[src/rtl/adc_read.sv]
// adc_read: capture side of the converter path.
// Registers parallel ADC samples, converts offset binary to two's complement,
// averages 2^N samples and presents results through a 2-entry stream buffer.
module adc_read #(
    parameter int unsigned INT_ADC_DATA_WIDTH = 14,
    parameter int unsigned INT_DECIM_MAX_LOG2 = 4,
    parameter logic        BIT_OFFSET_BINARY  = 1'b1
) (
    input  logic                                         in_clk,
    input  logic                                         in_rst,
    input  logic [INT_ADC_DATA_WIDTH-1:0]                in_data,
    input  logic                                         in_valid,
    input  logic                                         in_enable,
    input  logic [$clog2(INT_DECIM_MAX_LOG2+1)-1:0]      in_decim_log2,
    input  logic                                         in_ready,
    output logic [INT_ADC_DATA_WIDTH-1:0]                out_data,
    output logic                                         out_clip,
    output logic                                         out_valid,
    output logic [15:0]                                  out_drop_count
);

    localparam int unsigned DW = INT_ADC_DATA_WIDTH;
    localparam int unsigned NW = $clog2(INT_DECIM_MAX_LOG2 + 1);
    localparam int unsigned AW = INT_ADC_DATA_WIDTH + INT_DECIM_MAX_LOG2;
    localparam int unsigned CW = INT_DECIM_MAX_LOG2 + 1;

    // Stage 1 / 2 registers
    logic [DW-1:0]        s1_data;
    logic                 s1_valid;
    logic signed [DW-1:0] s2_data;
    logic                 s2_clip;
    logic                 s2_valid;

    // Stage 3 accumulator state
    logic [CW-1:0]        cnt;
    logic signed [AW-1:0] acc;
    logic                 blk_clip;
    logic [NW-1:0]        n_lat;
    logic                 res_valid;
    logic [DW-1:0]        res_data;
    logic                 res_clip;

    // Output buffer state
    logic [DW-1:0]        mem_data [2];
    logic                 mem_clip [2];
    logic                 wr_ptr;
    logic                 rd_ptr;
    logic [1:0]           count;

    // Stage 3 combinational terms
    logic [NW-1:0]        n_req_c;
    logic [NW-1:0]        n_cur_c;
    logic signed [AW-1:0] acc_base_c;
    logic signed [AW-1:0] sample_ext_c;
    logic signed [AW-1:0] sum_c;
    logic signed [AW-1:0] shifted_c;
    logic                 last_c;
    logic                 clip_c;

    // Buffer handshake terms
    logic                 pop_c;
    logic                 push_ok_c;
    logic                 drop_c;

    // Capture raw pins every edge
    always_ff @(posedge in_clk or posedge in_rst) begin
        if (in_rst) begin
            s1_data  <= '0;
            s1_valid <= 1'b0;
        end else begin
            s1_data  <= in_data;
            s1_valid <= in_valid;
        end
    end

    // Format conversion and full-scale detection on the raw code
    always_ff @(posedge in_clk or posedge in_rst) begin
        if (in_rst) begin
            s2_data  <= '0;
            s2_clip  <= 1'b0;
            s2_valid <= 1'b0;
        end else begin
            if (BIT_OFFSET_BINARY) begin
                s2_data <= {~s1_data[DW-1], s1_data[DW-2:0]};
            end else begin
                s2_data <= s1_data;
            end
            s2_clip  <= (&s1_data) || !(|s1_data);
            s2_valid <= s1_valid;
        end
    end

    // Block arithmetic: N is taken live at block start, latched thereafter
    always_comb begin
        n_req_c      = (in_decim_log2 > NW'(INT_DECIM_MAX_LOG2)) ? NW'(INT_DECIM_MAX_LOG2) : in_decim_log2;
        n_cur_c      = (cnt == '0) ? n_req_c : n_lat;
        acc_base_c   = (cnt == '0) ? AW'(0) : acc;
        sample_ext_c = AW'(s2_data);
        sum_c        = acc_base_c + sample_ext_c;
        shifted_c    = sum_c >>> n_cur_c;
        last_c       = (cnt == ((CW'(1) << n_cur_c) - CW'(1)));
        clip_c       = ((cnt == '0) ? 1'b0 : blk_clip) | s2_clip;
    end

    // Accumulate valid samples and emit one result per completed block
    always_ff @(posedge in_clk or posedge in_rst) begin
        if (in_rst) begin
            cnt       <= '0;
            acc       <= '0;
            blk_clip  <= 1'b0;
            n_lat     <= '0;
            res_valid <= 1'b0;
            res_data  <= '0;
            res_clip  <= 1'b0;
        end else begin
            res_valid <= 1'b0;
            if (!in_enable) begin
                cnt      <= '0;
                acc      <= '0;
                blk_clip <= 1'b0;
            end else if (s2_valid) begin
                acc      <= sum_c;
                blk_clip <= clip_c;
                if (cnt == '0) begin
                    n_lat <= n_req_c;
                end
                if (last_c) begin
                    cnt       <= '0;
                    res_valid <= 1'b1;
                    res_data  <= shifted_c[DW-1:0];
                    res_clip  <= clip_c;
                end else begin
                    cnt <= cnt + CW'(1);
                end
            end
        end
    end

    // Buffer accept/drop decision
    always_comb begin
        pop_c     = (count != 2'd0) && in_ready;
        push_ok_c = res_valid && ((count != 2'd2) || pop_c);
        drop_c    = res_valid && !push_ok_c;
    end

    // Two-entry output FIFO with saturating drop counter
    always_ff @(posedge in_clk or posedge in_rst) begin
        if (in_rst) begin
            for (int i = 0; i < 2; i++) begin
                mem_data[i] <= '0;
                mem_clip[i] <= 1'b0;
            end
            wr_ptr         <= 1'b0;
            rd_ptr         <= 1'b0;
            count          <= 2'd0;
            out_drop_count <= 16'd0;
        end else begin
            if (push_ok_c) begin
                mem_data[wr_ptr] <= res_data;
                mem_clip[wr_ptr] <= res_clip;
                wr_ptr           <= ~wr_ptr;
            end
            if (pop_c) begin
                rd_ptr <= ~rd_ptr;
            end
            case ({push_ok_c, pop_c})
                2'b10:   count <= count + 2'd1;
                2'b01:   count <= count - 2'd1;
                default: count <= count;
            endcase
            if (drop_c && (out_drop_count != 16'hFFFF)) begin
                out_drop_count <= out_drop_count + 16'd1;
            end
        end
    end

    // Head of buffer drives the stream
    assign out_valid = (count != 2'd0);
    assign out_data  = mem_data[rd_ptr];
    assign out_clip  = mem_clip[rd_ptr];

endmodule

[config.mk]
export PLATFORM = sky130hd
export DESIGN_NAME = adc_read
export DESIGN_NICKNAME = d
export VERILOG_FILES = /design/src/rtl/adc_read.sv
export SDC_FILE = /design/constraint.sdc
export NUM_CORES = 1
export LEC_CHECK = 0
export CORE_AREA = 2 2 106 108
export DETAILED_ROUTE_END_ITERATION = 12
export DIE_AREA = 0 0 108 110
export PLACE_DENSITY = 0.84
export SLEW_MARGIN = 15
export SYNTH_ARGS = -nofsm -noshare
export SYNTH_HDL_FRONTEND = slang
export SYNTH_SLANG_ARGS = --single-unit
[constraint.sdc]
create_clock -name in_clk -period 11 [get_ports in_clk]
set_clock_uncertainty 0.1 [all_clocks]
set_input_delay 1.1 -clock in_clk [delete_from_list [all_inputs] [get_ports in_clk]]
set_output_delay 1.1 -clock in_clk [all_outputs]
set_load 0.01 [all_outputs]
==> summary.md <==
| Metric | Value |
|---|---|
| Final #Nets | approximately 710 |
| Top Ports | between 50 and 60 |
| Sequential area share after synthesis | a little under half |
| Worst VDD drop | 0.111 mV |
| RSZ-0062 raised after global routing | false |
| Setup crit start kind | flip-flop |
| DP Wirelength | about 11,000 microns |
| GPL Wtd Cong | roughly 1 |
| Leading post-synthesis cells by cell area | dfrtp_1, mux2_2, mux2i_1, ha_1, xnor2_1 |
| CP max-delay cell | mux2i_2 |
| Die width | 108 microns |
| F_max | about 210 MHz |
| CP Capture Type | flip-flop |
| CP max stage delay | 0.86 ns |
| Worst-Skew Late Latency | 0.54 ns |
| GRT Total Usage | between 20% and 30% |
| Most used cell, CP | ha_1 |
| Max-Cap Viols | 0 |
| LEAKAGE | roughly 3.6 nW |
| Post-CTS sizing | 0 |
| Status | finished, final reports clean |
| GR Util met3 | 6.17% |
| Row cnt | 38 |
| Grt peak-use layer | met2 |
| Ys async rst share | between 90% and 100% |
| Post-CTS Setup Bufs | 0 |
| Clock buffer depth | 2 |
| Worst Path Required | between 10 and 15 ns |
| Non-filler instance count after layout | slightly above 800 |
| Worst path bufs/invs | 2 |
| Synth Net Count | 659 |
| IO Port Bufs | between 50 and 60 |
| Syn Std Cell Area | 0.00666 sq mm |
| CP top delay family | simple AND/OR/NAND/NOR gates |
| Hold-fix buffers at CTS | 0 |
| Met1 Usage GRT | around 32% |
| Detail Route Antenna Nets | 0 |
| Worst-path clk slew | around 0.060 ns |
| Post-route minimum period | 4.80 ns |
| Final Hold Fails | 0 |
| Share of cells above drive strength 1 | about 15% |
| Vias per cell | 6.14 |
| Clock Sinks | 124 |
| First-pass iteration count of the detailed router | 5 |
| EDFF count, synth | 0 |
| Largest net degree at the start of global routing | 76 |
| #FFs+latches synth | about 120 |
| Critical Path, Cell by Cell | inv_1 > ha_1 > or4b_1 > mux2i_2 > nand3_1 > ha_1 > xor2_1 > nor4_1 > or3_1 > o211ai_4 > inv_2 > nand2_2 > a221oi_1 > a221o_1 |
| CTS tree | yes |
| 1st-iter DRT viols | 317 |
| Critical-path maximum fanout | 18 |
| DRC Markers | 0 |
| Final wirelength | approximately 15,000 microns |
| Most common cell in the netlist | dfrtp_1 |
| Die area | about 0.012 sq mm |
| Critical path class | flip-flop to flip-flop |
| Vias | ~5,000 |
| Global-route track usage on met2 | between 40% and 50% |
| # setup viols final | 0 |
| Ant diodes | 0 |
| Unique masters post-synth | 70 |
| Synth Area per Inst | 10.8 sq um |
| Starting Density | just over 60% |
| Chip height | ~110 microns |
| Final core occ | about three quarters |
| Final std cell area, no fill | around 0.008 sq mm |
| H-tree Lvls | 4 |
| Core Area | approximately 0.011 sq mm |
| Initial antenna violation count | 0 |
| PwrDens | around 170 mW/mm^2 |
| First-pass GRT wire length | 24,800 microns |
| Hold WC Path Type | flip-flop to flip-flop |
| Tightest Pin Transition | approximately 0.9 ns |
| CTS Buf Count | 17 |
| Post-Place Cells | approximately 790 |
| Leading register cell type out of synthesis | dfrtp_1 |
| Number of global-route vias before repair | ~5,100 |
| Ys Warns | 0 |
| WL per Instance | roughly 18 microns |
| Slew Viols, Final | 0 |
| Post-synth top area share | 46.6% |
| Post-Syn Instances | a little over 600 |
| Rel. slew slack | between 30% and 40% |
| Area grow syn2layout | 18.0% |
| Total gr overflow | 0 |
| Placement Cell Area | between 0.007 and 0.008 sq mm |
| Final cycle utilization of the critical path | 43.6% |
| Commonest cells post-synth | dfrtp_1, mux2_2, nand2_1, nor2_1, mux2i_1 |
| Post-route setup TNS | 0 ns |
| Clock root cell | clkbuf_8 |
| Area leader, netlist | dfrtp_1 |
| CP Data Arrival Time | 5.11 ns |
-- flip-flops by register name (all words and copies together), names as in the netlist --
signal          count
mem_data           28
acc                18
out_drop_count     16
res_data           14
s1_data            14
s2_data            14
cnt                 5
n_lat               3
count               2
mem_clip            2
blk_clip            1
rd_ptr              1
res_clip            1
res_valid           1
s1_valid            1
s2_clip             1
s2_valid            1
wr_ptr              1
-- per-layer routing --
layer / vias up / wire length (microns)
li1: 2325 / -
met2: 169 / 7540
met5: - / 0
met4: 0 / 490
met1: 2490 / 6110
met3: 47 / 756
-- path summary, 6_finish.rpt --
check | from | end | slack (ns) | cells after the start
setup reg to reg | cnt[0] | res_data[11] | 6.20 | 14
max in group asynchronous | in_rst | res_data[1] | 8.56 | 3
setup / recovery | cnt[0] | res_data[11] | 6.20 | 14
hold / removal | s1_valid | s2_valid | 0.25 | 0
min in group asynchronous | in_rst | acc[2] | 0.89 | 2
hold reg to reg | s1_valid | s2_valid | 0.25 | 0
-- worst register-to-register path: stages (launching register included) --
cell	delay, ns
dfrtp_1	0.43
inv_1	0.13
ha_1	0.17
or4b_1	0.81
mux2i_2	0.86
nand3_1	0.16
ha_1	0.30
xor2_1	0.25
nor4_1	0.08
or3_1	0.45
o211ai_4	0.23
inv_2	0.23
nand2_2	0.14
a221oi_1	0.06
a221o_1	0.29
-- layout make-up --
class / instances / area, sq um
clock buffers: 19 / 432
clock inverters: 13 / 116
fillers: 731 / 2840
inverters: 20 / 77.6
multi-input cells: 445 / 3380
flip-flops and latches: 124 / 3100
well taps: 140 / 175
repair buffers: 59 / 576
-- logic make-up after synthesis --
logic type | count (synthesis) | share of synthesized area [%]
simple gates | 174 | 13.7
compound gates | 124 | 13.2
flops | 124 | 46.6
mux | 89 | 14.7
buf+inv | 45 | 2.76
xor+xnor | 35 | 4.60
fa+ha+maj | 23 | 4.43
-- power breakdown --
group / internal, mW / total [mW] / switching [mW]
logic: 0.117 / 0.256 / 0.139
clock network: 0.307 / 0.519 / 0.212
registers: 0.493 / 0.534 / 0.0410
-- metrics by stage --
stage | hold WS [ns] | total power, mW | worst slack (ns)
after floorplan | 0.231 | 0.722 | 6.50
after CTS | 0.258 | 1.31 | 6.22
after detailed placement | 0.245 | 0.794 | 6.13
after global routing | 0.278 | 1.37 | 5.85
after global placement | 0.241 | 0.783 | 6.34
final | 0.253 | 1.31 | 6.20
-- layout by cell type, fill, tap and decap left out, types with 11 or more instances in the layout --
| cell type | count |
|---|---|
| dfrtp_1 | 124 |
| clkbuf_16 | 16 |
| mux2i_1 | 31 |
| o21ai_0 | 18 |
| mux2_2 | 55 |
| nand2_1 | 39 |
| o211ai_1 | 13 |
| inv_1 | 18 |
| nor2_1 | 33 |
| xor2_1 | 11 |
| and2_1 | 19 |
| ha_1 | 22 |
| nor2b_1 | 16 |
| a21oi_1 | 30 |
| clkdlybuf4s50_1 | 53 |
| nand3_1 | 16 |
| xnor2_1 | 24 |
(Power assumes the default switching activity.)
